==> config.mk <==
export PLATFORM = sky130hd
export DESIGN_NAME = esfa_op_controller
export DESIGN_NICKNAME = d
export VERILOG_FILES = /design/src/rtl/esfa_op_controller.sv
export SDC_FILE = /design/constraint.sdc
export NUM_CORES = 1
export LEC_CHECK = 0
export ABC_AREA = 0
export CORE_MARGIN = 2
export CORE_UTILIZATION = 53
export CTS_BUF_LIST = sky130_fd_sc_hd__clkbuf_16
export CTS_CLUSTER_DIAMETER = 40
export CTS_CLUSTER_SIZE = 20
export DETAILED_ROUTE_END_ITERATION = 10
export PLACE_DENSITY_LB_ADDON = 0.08
export SYNTH_ARGS = -nofsm -noshare
export SYNTH_HDL_FRONTEND = slang
export SYNTH_SLANG_ARGS = --single-unit
==> constraint.sdc <==
create_clock -name clk -period 4.5 [get_ports clk]
set_input_delay 0.9 -clock clk [delete_from_list [all_inputs] [get_ports clk]]
set_output_delay 0.9 -clock clk [all_outputs]
set_load 0.01 [all_outputs]
==> src/rtl/esfa_op_controller.sv <==
// ESFA cell-array controller: issues one op per request, snapshots cell responses and
// priority-reduces them chunk by chunk. Define ESFA_HITCOUNT_EN to enable the hit counter.
module esfa_op_controller #(
  parameter int unsigned N_CELLS = 8,
  parameter int unsigned SCAN_W  = 4,
  parameter int unsigned DW      = 8
) (
  input  logic                  clk,
  input  logic                  rst,
  input  logic                  req_valid,
  output logic                  req_ready,
  input  logic [2:0]            req_op,
  input  logic [DW-1:0]         req_index,
  input  logic [DW-1:0]         req_value,
  input  logic [DW-1:0]         req_meta,
  input  logic                  req_is_meta,
  output logic [7:0]            bc_selector,
  output logic [DW-1:0]         bc_index,
  output logic [DW-1:0]         bc_value,
  output logic [DW-1:0]         bc_meta,
  output logic                  bc_is_meta,
  input  logic [N_CELLS-1:0]    cell_bool,
  input  logic [N_CELLS*DW-1:0] cell_result,
  input  logic [N_CELLS*DW-1:0] cell_context,
  output logic                  resp_valid,
  input  logic                  resp_ready,
  output logic                  resp_hit,
  output logic [7:0]            resp_handle,
  output logic [DW-1:0]         resp_value,
  output logic [DW-1:0]         resp_context,
  output logic [7:0]            resp_hit_count
);

  localparam logic [7:0] IdleSel = 8'h05;
  localparam int unsigned NChunks = N_CELLS / SCAN_W;
  localparam int unsigned ScanCntW = (NChunks > 1) ? $clog2(NChunks) : 1;
  localparam logic [ScanCntW-1:0] LastChunk = ScanCntW'(NChunks - 1);

  typedef enum logic [2:0] {StIdle, StIssue, StCapture, StScan, StResp} state_e;

  state_e                state_q, state_d;
  logic [7:0]            bc_selector_q, bc_selector_d;
  logic [DW-1:0]         bc_index_q, bc_index_d, bc_value_q, bc_value_d, bc_meta_q, bc_meta_d;
  logic                  bc_is_meta_q, bc_is_meta_d;
  logic [N_CELLS-1:0]    snap_bool_q, snap_bool_d;
  logic [N_CELLS*DW-1:0] snap_result_q, snap_result_d, snap_context_q, snap_context_d;
  logic [ScanCntW-1:0]   scan_q, scan_d;
  logic                  best_hit_q, best_hit_d;
  logic [7:0]            best_handle_q, best_handle_d;
  logic [DW-1:0]         best_value_q, best_value_d, best_context_q, best_context_d;
  logic                  resp_hit_q, resp_hit_d;
  logic [7:0]            resp_handle_q, resp_handle_d;
  logic [DW-1:0]         resp_value_q, resp_value_d, resp_context_q, resp_context_d;

  logic                  chunk_hit;
  logic [7:0]            chunk_handle;
  logic [DW-1:0]         chunk_value, chunk_context;

  // Running best merged with the current chunk; an earlier hit is never displaced.
  always_comb begin
    chunk_hit     = best_hit_q;
    chunk_handle  = best_handle_q;
    chunk_value   = best_value_q;
    chunk_context = best_context_q;
    for (int unsigned i = 0; i < N_CELLS; i++) begin
      if ((i / SCAN_W) == 32'(scan_q) && !chunk_hit && snap_bool_q[i]) begin
        chunk_hit     = 1'b1;
        chunk_handle  = 8'(i);
        chunk_value   = snap_result_q[i*DW +: DW];
        chunk_context = snap_context_q[i*DW +: DW];
      end
    end
  end

  always_comb begin
    state_d        = state_q;
    bc_selector_d  = IdleSel;
    bc_index_d     = '0;
    bc_value_d     = '0;
    bc_meta_d      = '0;
    bc_is_meta_d   = 1'b0;
    snap_bool_d    = snap_bool_q;
    snap_result_d  = snap_result_q;
    snap_context_d = snap_context_q;
    scan_d         = scan_q;
    best_hit_d     = best_hit_q;
    best_handle_d  = best_handle_q;
    best_value_d   = best_value_q;
    best_context_d = best_context_q;
    resp_hit_d     = resp_hit_q;
    resp_handle_d  = resp_handle_q;
    resp_value_d   = resp_value_q;
    resp_context_d = resp_context_q;
    unique case (state_q)
      StIdle: begin
        if (req_valid) begin
          bc_selector_d = {5'b0, req_op};
          bc_index_d    = req_index;
          bc_value_d    = req_value;
          bc_meta_d     = req_meta;
          bc_is_meta_d  = req_is_meta;
          state_d       = StIssue;
        end
      end
      StIssue: state_d = StCapture;
      StCapture: begin
        snap_bool_d    = cell_bool;
        snap_result_d  = cell_result;
        snap_context_d = cell_context;
        scan_d         = '0;
        best_hit_d     = 1'b0;
        best_handle_d  = '0;
        best_value_d   = '0;
        best_context_d = '0;
        state_d        = StScan;
      end
      StScan: begin
        best_hit_d     = chunk_hit;
        best_handle_d  = chunk_handle;
        best_value_d   = chunk_value;
        best_context_d = chunk_context;
        scan_d         = scan_q + 1'b1;
        if (scan_q == LastChunk) begin
          resp_hit_d     = chunk_hit;
          resp_handle_d  = chunk_handle;
          resp_value_d   = chunk_value;
          resp_context_d = chunk_context;
          state_d        = StResp;
        end
      end
      StResp: if (resp_ready) state_d = StIdle;
      default: state_d = StIdle;
    endcase
  end

  always_ff @(posedge clk) begin
    if (rst) begin
      state_q        <= StIdle;
      bc_selector_q  <= IdleSel;
      bc_index_q     <= '0;
      bc_value_q     <= '0;
      bc_meta_q      <= '0;
      bc_is_meta_q   <= 1'b0;
      snap_bool_q    <= '0;
      snap_result_q  <= '0;
      snap_context_q <= '0;
      scan_q         <= '0;
      best_hit_q     <= 1'b0;
      best_handle_q  <= '0;
      best_value_q   <= '0;
      best_context_q <= '0;
      resp_hit_q     <= 1'b0;
      resp_handle_q  <= '0;
      resp_value_q   <= '0;
      resp_context_q <= '0;
    end else begin
      state_q        <= state_d;
      bc_selector_q  <= bc_selector_d;
      bc_index_q     <= bc_index_d;
      bc_value_q     <= bc_value_d;
      bc_meta_q      <= bc_meta_d;
      bc_is_meta_q   <= bc_is_meta_d;
      snap_bool_q    <= snap_bool_d;
      snap_result_q  <= snap_result_d;
      snap_context_q <= snap_context_d;
      scan_q         <= scan_d;
      best_hit_q     <= best_hit_d;
      best_handle_q  <= best_handle_d;
      best_value_q   <= best_value_d;
      best_context_q <= best_context_d;
      resp_hit_q     <= resp_hit_d;
      resp_handle_q  <= resp_handle_d;
      resp_value_q   <= resp_value_d;
      resp_context_q <= resp_context_d;
    end
  end

`ifdef ESFA_HITCOUNT_EN
  localparam int unsigned HcW = $clog2(N_CELLS + 1);

  logic [HcW-1:0] hit_cnt_q, hit_cnt_d, chunk_cnt;
  logic [7:0]     resp_hit_count_q, resp_hit_count_d;

  always_comb begin
    chunk_cnt = hit_cnt_q;
    for (int unsigned i = 0; i < N_CELLS; i++) begin
      if ((i / SCAN_W) == 32'(scan_q)) chunk_cnt = chunk_cnt + HcW'(snap_bool_q[i]);
    end
    hit_cnt_d        = hit_cnt_q;
    resp_hit_count_d = resp_hit_count_q;
    if (state_q == StCapture) begin
      hit_cnt_d = '0;
    end else if (state_q == StScan) begin
      hit_cnt_d = chunk_cnt;
      if (scan_q == LastChunk) begin
        resp_hit_count_d = (32'(chunk_cnt) > 32'd255) ? 8'hFF : 8'(chunk_cnt);
      end
    end
  end

  always_ff @(posedge clk) begin
    if (rst) begin
      hit_cnt_q        <= '0;
      resp_hit_count_q <= '0;
    end else begin
      hit_cnt_q        <= hit_cnt_d;
      resp_hit_count_q <= resp_hit_count_d;
    end
  end

  assign resp_hit_count = resp_hit_count_q;
`else
  assign resp_hit_count = 8'h00;
`endif

  assign req_ready    = (state_q == StIdle);
  assign resp_valid   = (state_q == StResp);
  assign bc_selector  = bc_selector_q;
  assign bc_index     = bc_index_q;
  assign bc_value     = bc_value_q;
  assign bc_meta      = bc_meta_q;
  assign bc_is_meta   = bc_is_meta_q;
  assign resp_hit     = resp_hit_q;
  assign resp_handle  = resp_handle_q;
  assign resp_value   = resp_value_q;
  assign resp_context = resp_context_q;

endmodule
==> impl_metrics.ini, run 1 <==
[clocking]
cts_setup_buffers = 0
htreeDepth = 1
hold_buffers = 0
post_cts_resized = 0
cts_made_buffers = 29
cts_sinks = 218
clockRootBuffer = clkbuf_16
clkSlewWorstSetupHoldPaths_ns = 0.06
clk_path_buf_depth = 3
worstSkewPairLatency_ns = 0.55
tritoncts = done

[route]
wl_per_cell_um = 18.1
drtAntennaViolNets = 0
dr_total_vias = 8816
drt_iter0_drc = 868
avgViaCountPerCell = 5.65
drt_wl_total_um = 28300
dr.pass1.iters = 6
drc_errors = 0

[place]
gp_congestion = 0.970
place_hpwl_um = 20500
port_buffers = 222

[worst_setup_path]
cp_max_fo = 26
cp-end-kind = flop
path_cells = nor2_1 > nor3_1 > o221ai_1 > a221o_1 > a311oi_1
critPathRequiredTime_ns = 4.93
rr_worst_depth = 5
critPathArrivalTime_ns = 3.42
cp-startpoint = snap_bool_q[1]$_SDFFE_PP0N_
crit_path_top_delay_cell = dfxtp_1
cp_top_family = compound AO/OA/AOI/OAI gates
startpoint_type = flop
path_class = flop to flop
cp-endpoint = best_value_q[7]$_SDFFE_PP0P_
r2r_end = best_value_q[7]$_SDFFE_PP0P_
slowest_delay_ns = 0.89
rrSetupSlack_ns = 1.51
path_depth = 5
cp_num_buf_inv = 0
r2r_start = snap_bool_q[1]$_SDFFE_PP0N_

[synth]
synthCells = 1149
ys_seq_area_frac = 0.477
ys_ff_latch = 218
ys_warn_count = 0
synth_enable_flop_cells = 0
syn-cell-area_um2 = 9150
async_reset_ff_frac = 0
synth.distinct_cells = 61
syn_area_per_cell_um2 = 7.96
ys.flop_type = dfxtp_1

[final_layout]
final_common_cell = nand2_1
nNetsFinal = 1481
area_delta_synth_final_pct = 34.2
nFillCells = 1392
layout-drive-gt1-share = 0.0622
antenna_cells = 0
layout_common_cells = nand2_1 (314), clkdlybuf4s50_1 (221), dfxtp_1 (218)

[power_and_ir_drop]
power_leakage_uw = 0.00432
vdd_drop_max_mv = 0.314
powerDensity_nw_per_um2 = 414

[floorplanning]
die-area_um2 = 18300
die_h_um = 135
initial_core_util = 0.536
die_x_um = 135
rows = 48
ioPinCount = 236
design.core.area_um2 = 17100

[global_route]
overflow = 0
grt_pass1_wl_um = 43800
track_usage = 0.306
grt_max_degree = 90
grt_pass1_vias = 8244
antenna_found_initial = 0

[min_path]
hold_class = flop to flop

[timing]
final-setup-viol-count = 0
fin_setup_tns_ns = 0
clock.fmax_mhz = 334
rsz0062_at_grt = false
min_period_ns = 2.99
hold_viol_final = 0
worst_pin_slew_ns = 1.10
drv_slew = 0
holdWs_ns = 0.451
maxSlewHeadroom = 0.263
finClkSkew_ns = 0.0119
min_period_over_period = 0.665

[status]
status = complete, no violations

[flow_run]
cap_violations = 0
[cell usage after synthesis (4+ instances only)]
cell type,count,share of area
nand2_1,314,0.13
dfxtp_1,218,0.48
a21oi_1,162,0.089
clkbuf_1,74,0.030
o21ai_0,47,0.026
and2_1,43,0.029
nor2_1,33,0.014
nand3_1,32,0.018
a22oi_1,26,0.021
buf_2,18,0.0098
nor2b_1,14,0.0096
buf_4,13,0.011
nand2b_1,11,0.0075
o31ai_1,11,0.0090
a2bb2oi_1,10,0.0096
a311oi_1,9,0.0086
o221a_2,9,0.011
a211o_1,8,0.0077
nor3_1,7,0.0038
o22ai_1,7,0.0048
a211oi_1,6,0.0049
a221o_1,5,0.0055
and3_1,5,0.0034
inv_1,5,0.0021
a21boi_0,4,0.0033
o221ai_1,4,0.0038
[flip-flops by register name (all words and copies together), names as in the netlist, 3 cells and up]
| name | cells |
|---|---|
| snap_bool_q | 8 |
| snap_result_q | 64 |
| bc_selector | 3 |
| resp_handle | 8 |
| snap_context_q | 64 |
| state_q | 3 |
| bc_index | 8 |
| resp_value | 8 |
| bc_meta | 8 |
| best_handle_q | 8 |
| resp_context | 8 |
| best_context_q | 8 |
| best_value_q | 8 |
| bc_value | 8 |
[cells by family (layout without fill, tap and decap cells)]
family / count (synthesis) / after routing / synth area share
AO/OA/AOI/OAI: 337 / 337 / 0.231
flip-flops: 218 / 218 / 0.477
multiplexers: 2 / 2 / 0.00233
AND/OR/NAND/NOR: 477 / 477 / 0.232
other: 1 / 13 / 0.000410
buffers and inverters: 114 / 288 / 0.0570
[tightest hold or removal path: stages, from the launching register on]
cell and delay, ns:
dfxtp_1 0.30, nand2_1 0.05, a21oi_1 0.05
[power by group]
part	switching (uW)	internal (uW)	leakage [uW]	total (uW)
registers	77.2	2020	0.00177	2100
clock network	913	1440	0.000480	2350
logic	341	287	0.00207	628
[final cells by class]
class / instances / area, um2 / area share
clock inverter: 24 / 280 / 0.0228
clock buffer: 29 / 726 / 0.0591
inverter: 5 / 18.8 / 0.00153
timing repair buffer: 230 / 2280 / 0.186
multi-input combinational: 829 / 4320 / 0.352
tap: 225 / 282 / 0.0229
sequential: 218 / 4360 / 0.356
[through the flow]
stage	setup WS [ns]	std cells	power, uW	instance area, um2	util
floorplan	2.49	1161	2480	9190	-
global placement	1.75	1507	2750	11300	0.661
detailed placement	1.61	1507	2760	11300	0.661
CTS	1.58	1560	5090	12300	0.719
global route	1.35	1560	5260	12300	0.719
finish	1.51	1560	5080	12300	0.719
[worst min path at each step]
stage | start | end | slack [ns] | cells after the start
after floorplan | best_value_q[6]$_SDFFE_PP0P_ | best_value_q[6]$_SDFFE_PP0P_ | 0.42 | 2
after global placement | best_value_q[6]$_SDFFE_PP0P_ | best_value_q[6]$_SDFFE_PP0P_ | 0.44 | 2
after detailed placement | best_handle_q[5]$_SDFFE_PP0P_ | best_handle_q[5]$_SDFFE_PP0P_ | 0.44 | 1
after CTS | resp_hit$_SDFFE_PP0P_ | resp_hit$_SDFFE_PP0P_ | 0.45 | 2
after global routing | snap_context_q[58]$_SDFFE_PP0N_ | snap_context_q[58]$_SDFFE_PP0N_ | 0.48 | 2
final | resp_hit$_SDFFE_PP0P_ | resp_hit$_SDFFE_PP0P_ | 0.45 | 2
[per-layer routing]
layer | wire [um] | GRT usage | up-vias
met5 | 0 | 0 | -
met4 | 902 | 0.118 | 0
met3 | 2280 | 0.0759 | 51
met2 | 13100 | 0.487 | 366
met1 | 12000 | 0.401 | 4143
li1 | - | - | 4256
No activity file was read; power rests on OpenSTA's default activity.
==> inputs of run 2 (changes only) <==
--- a/config.mk
+++ b/config.mk
@@ -7,7 +7,7 @@
 export LEC_CHECK = 0
 export ABC_AREA = 0
 export CORE_MARGIN = 2
-export CORE_UTILIZATION = 53
+export CORE_UTILIZATION = 49
 export CTS_BUF_LIST = sky130_fd_sc_hd__clkbuf_16
 export CTS_CLUSTER_DIAMETER = 40
 export CTS_CLUSTER_SIZE = 20
==> constraint.sdc (replaced) <==
create_clock -name clk -period 3 [get_ports clk]
set_input_delay 0.6 -clock clk [delete_from_list [all_inputs] [get_ports clk]]
set_output_delay 0.6 -clock clk [all_outputs]
set_load 0.01 [all_outputs]
==> run 2 against run 1 <==
  * Sequential share of layout area fell by 0.47 points
  * Sequential power rose by 50%
  * Register-to-register slack got worse by 1.0 ns
  * Worst hold slack got worse by 0.072 ns
  * Die area grew 7.9%
  * Global-route usage shrank 2.6 points
  * Utilization decreased by 3.4 points
==> impl_metrics.ini, run 2 (synthesis gave the netlist of run 1 again) <==
[min_path]
hold_class = input port to flop

[place]
gp_congestion = 1.01
dpl_cell_area_um2 = 11400
place_hpwl_um = 20900
placed_cells = 1523
port_buffers = 222

[timing]
min_period_over_period = 0.842
rsz0062_at_grt = false
drv_slew = 0
worst_pin_slew_ns = 0.813
final-setup-viol-count = 0
finClkSkew_ns = 0.0225
maxSlewHeadroom = 0.457
hold_viol_final = 0
min_period_ns = 2.53
fin_setup_tns_ns = 0
clock.fmax_mhz = 396

[clocking]
htreeDepth = 1
cts_setup_buffers = 0
cts_sinks = 218
tritoncts = done
cts_made_buffers = 28
hold_buffers = 0
clk_path_buf_depth = 3
clkSlewWorstSetupHoldPaths_ns = 0.06
worstSkewPairLatency_ns = 0.55
clockRootBuffer = clkbuf_16
post_cts_resized = 0

[worst_setup_path]
r2r_start = scan_q$_SDFFE_PP0P_
critPathArrivalTime_ns = 2.91
cp_max_fo = 14
critPathRequiredTime_ns = 3.38
path_class = flop to flop
path_cells = buf_4 > or3b_2 > o221a_2 > o21ai_0 > a311oi_1
cp_num_buf_inv = 1
r2r_end = resp_context[2]$_SDFFE_PP0P_
rrSetupSlack_ns = 0.47
cp_top_family = compound AO/OA/AOI/OAI gates
crit_path_top_delay_cell = or3b_2
slowest_delay_ns = 0.61
cp-end-kind = flop
cp-endpoint = resp_context[2]$_SDFFE_PP0P_
cp-startpoint = scan_q$_SDFFE_PP0P_
rr_worst_depth = 5
startpoint_type = flop
path_depth = 5

[route]
drt_wl_total_um = 28300
drt_iter0_drc = 774
drc_errors = 0
wl_per_cell_um = 18.0
avgViaCountPerCell = 5.55
dr_total_vias = 8743
drtAntennaViolNets = 0
dr.pass1.iters = 8

[floorplanning]
initial_core_util = 0.504
die-area_um2 = 19800
die_x_um = 141
die_h_um = 141
ioPinCount = 236
rows = 49
design.core.area_um2 = 18100

[power_and_ir_drop]
clkPwrFrac = 0.476
swShare = 0.254
finalPower_uw = 7830
powerDensity_nw_per_um2 = 630
vdd_drop_max_mv = 0.525
seq_power_share = 0.402
p_int_uw = 5840
share_comb_of_total_power = 0.122
power_leakage_uw = 0.00443
switchingPower_uw = 1990

[flow_run]
cap_violations = 0

[status]
status = complete, no violations

[final_layout]
final_cells = 1575
nNetsFinal = 1492
layout_common_cells = nand2_1 (314), clkdlybuf4s50_1 (221), dfxtp_1 (218)
antenna_cells = 0
final_area_um2 = 12400
layout-drive-gt1-share = 0.0721
area_delta_synth_final_pct = 35.9
reg_top3 = snap_context_q (64), snap_result_q (64)
final_common_cell = nand2_1

[global_route]
overflow = 0
antenna_found_initial = 0
grt_pass1_wl_um = 44300
track_usage = 0.280
grt_pass1_vias = 8221
grt_max_degree = 80
## run 2: changes by cell type in the layout (fill, tap and decap cells not counted)
cell,change
buf_12,+1
buf_4,+11
bufinv_16,+3
clkbuf_16,-1
clkinv_1,-4
clkinv_2,+2
clkinv_8,+2
clkinvlp_4,-3
inv_1,+1
inv_16,-1
inv_6,-1
inv_8,+1
## run 2: per-stage QoR
stage / hold slack (ns) / setup WS [ns] / utilization
4_1_cts: 0.364 / 0.501 / 0.685
3_5_place_dp: 0.443 / 0.615 / 0.627
3_3_place_gp: 0.439 / 0.713 / 0.627
5_1_grt: 0.389 / 0.413 / 0.685
2_1_floorplan: 0.425 / 1.11 / -
6_report: 0.378 / 0.473 / 0.685
## run 2: how the worst min path moves through the flow
| stage | startpoint | end | slack [ns] | cells after the start |
|---|---|---|---|---|
| global route | rst | snap_context_q[55]$_SDFFE_PP0N_ | 0.39 | 2 |
| global placement | snap_result_q[35]$_SDFFE_PP0N_ | snap_result_q[35]$_SDFFE_PP0N_ | 0.44 | 2 |
| CTS | rst | snap_context_q[50]$_SDFFE_PP0N_ | 0.36 | 2 |
| detailed placement | best_handle_q[6]$_SDFFE_PP0P_ | best_handle_q[6]$_SDFFE_PP0P_ | 0.44 | 1 |
| floorplan | best_value_q[6]$_SDFFE_PP0P_ | best_value_q[6]$_SDFFE_PP0P_ | 0.42 | 2 |
| finish | rst | snap_context_q[58]$_SDFFE_PP0N_ | 0.38 | 2 |
## run 2: cell type report
type / count / area [um2]
clock buffers: 28 / 701
clock inverters: 24 / 362
fillers: 1556 / 5710
inverters: 5 / 18.8
multi-input cells: 829 / 4320
flip-flops and latches: 218 / 4360
well taps: 229 / 287
repair buffers: 242 / 2380
## run 2: power by group through the flow
stage	combinational (uW)	sequential, uW	clock [uW]
floorplan	566	3160	0
global placement	935	3210	0
detailed placement	942	3210	0
CTS	949	3150	3770
global route	1050	3160	3900
finish	957	3150	3730
## run 2: layer usage
metal	wire length, um	track usage
met5	0	0
met3	2530	0.0724
met2	12500	0.436
met4	1130	0.0937
met1	12100	0.381
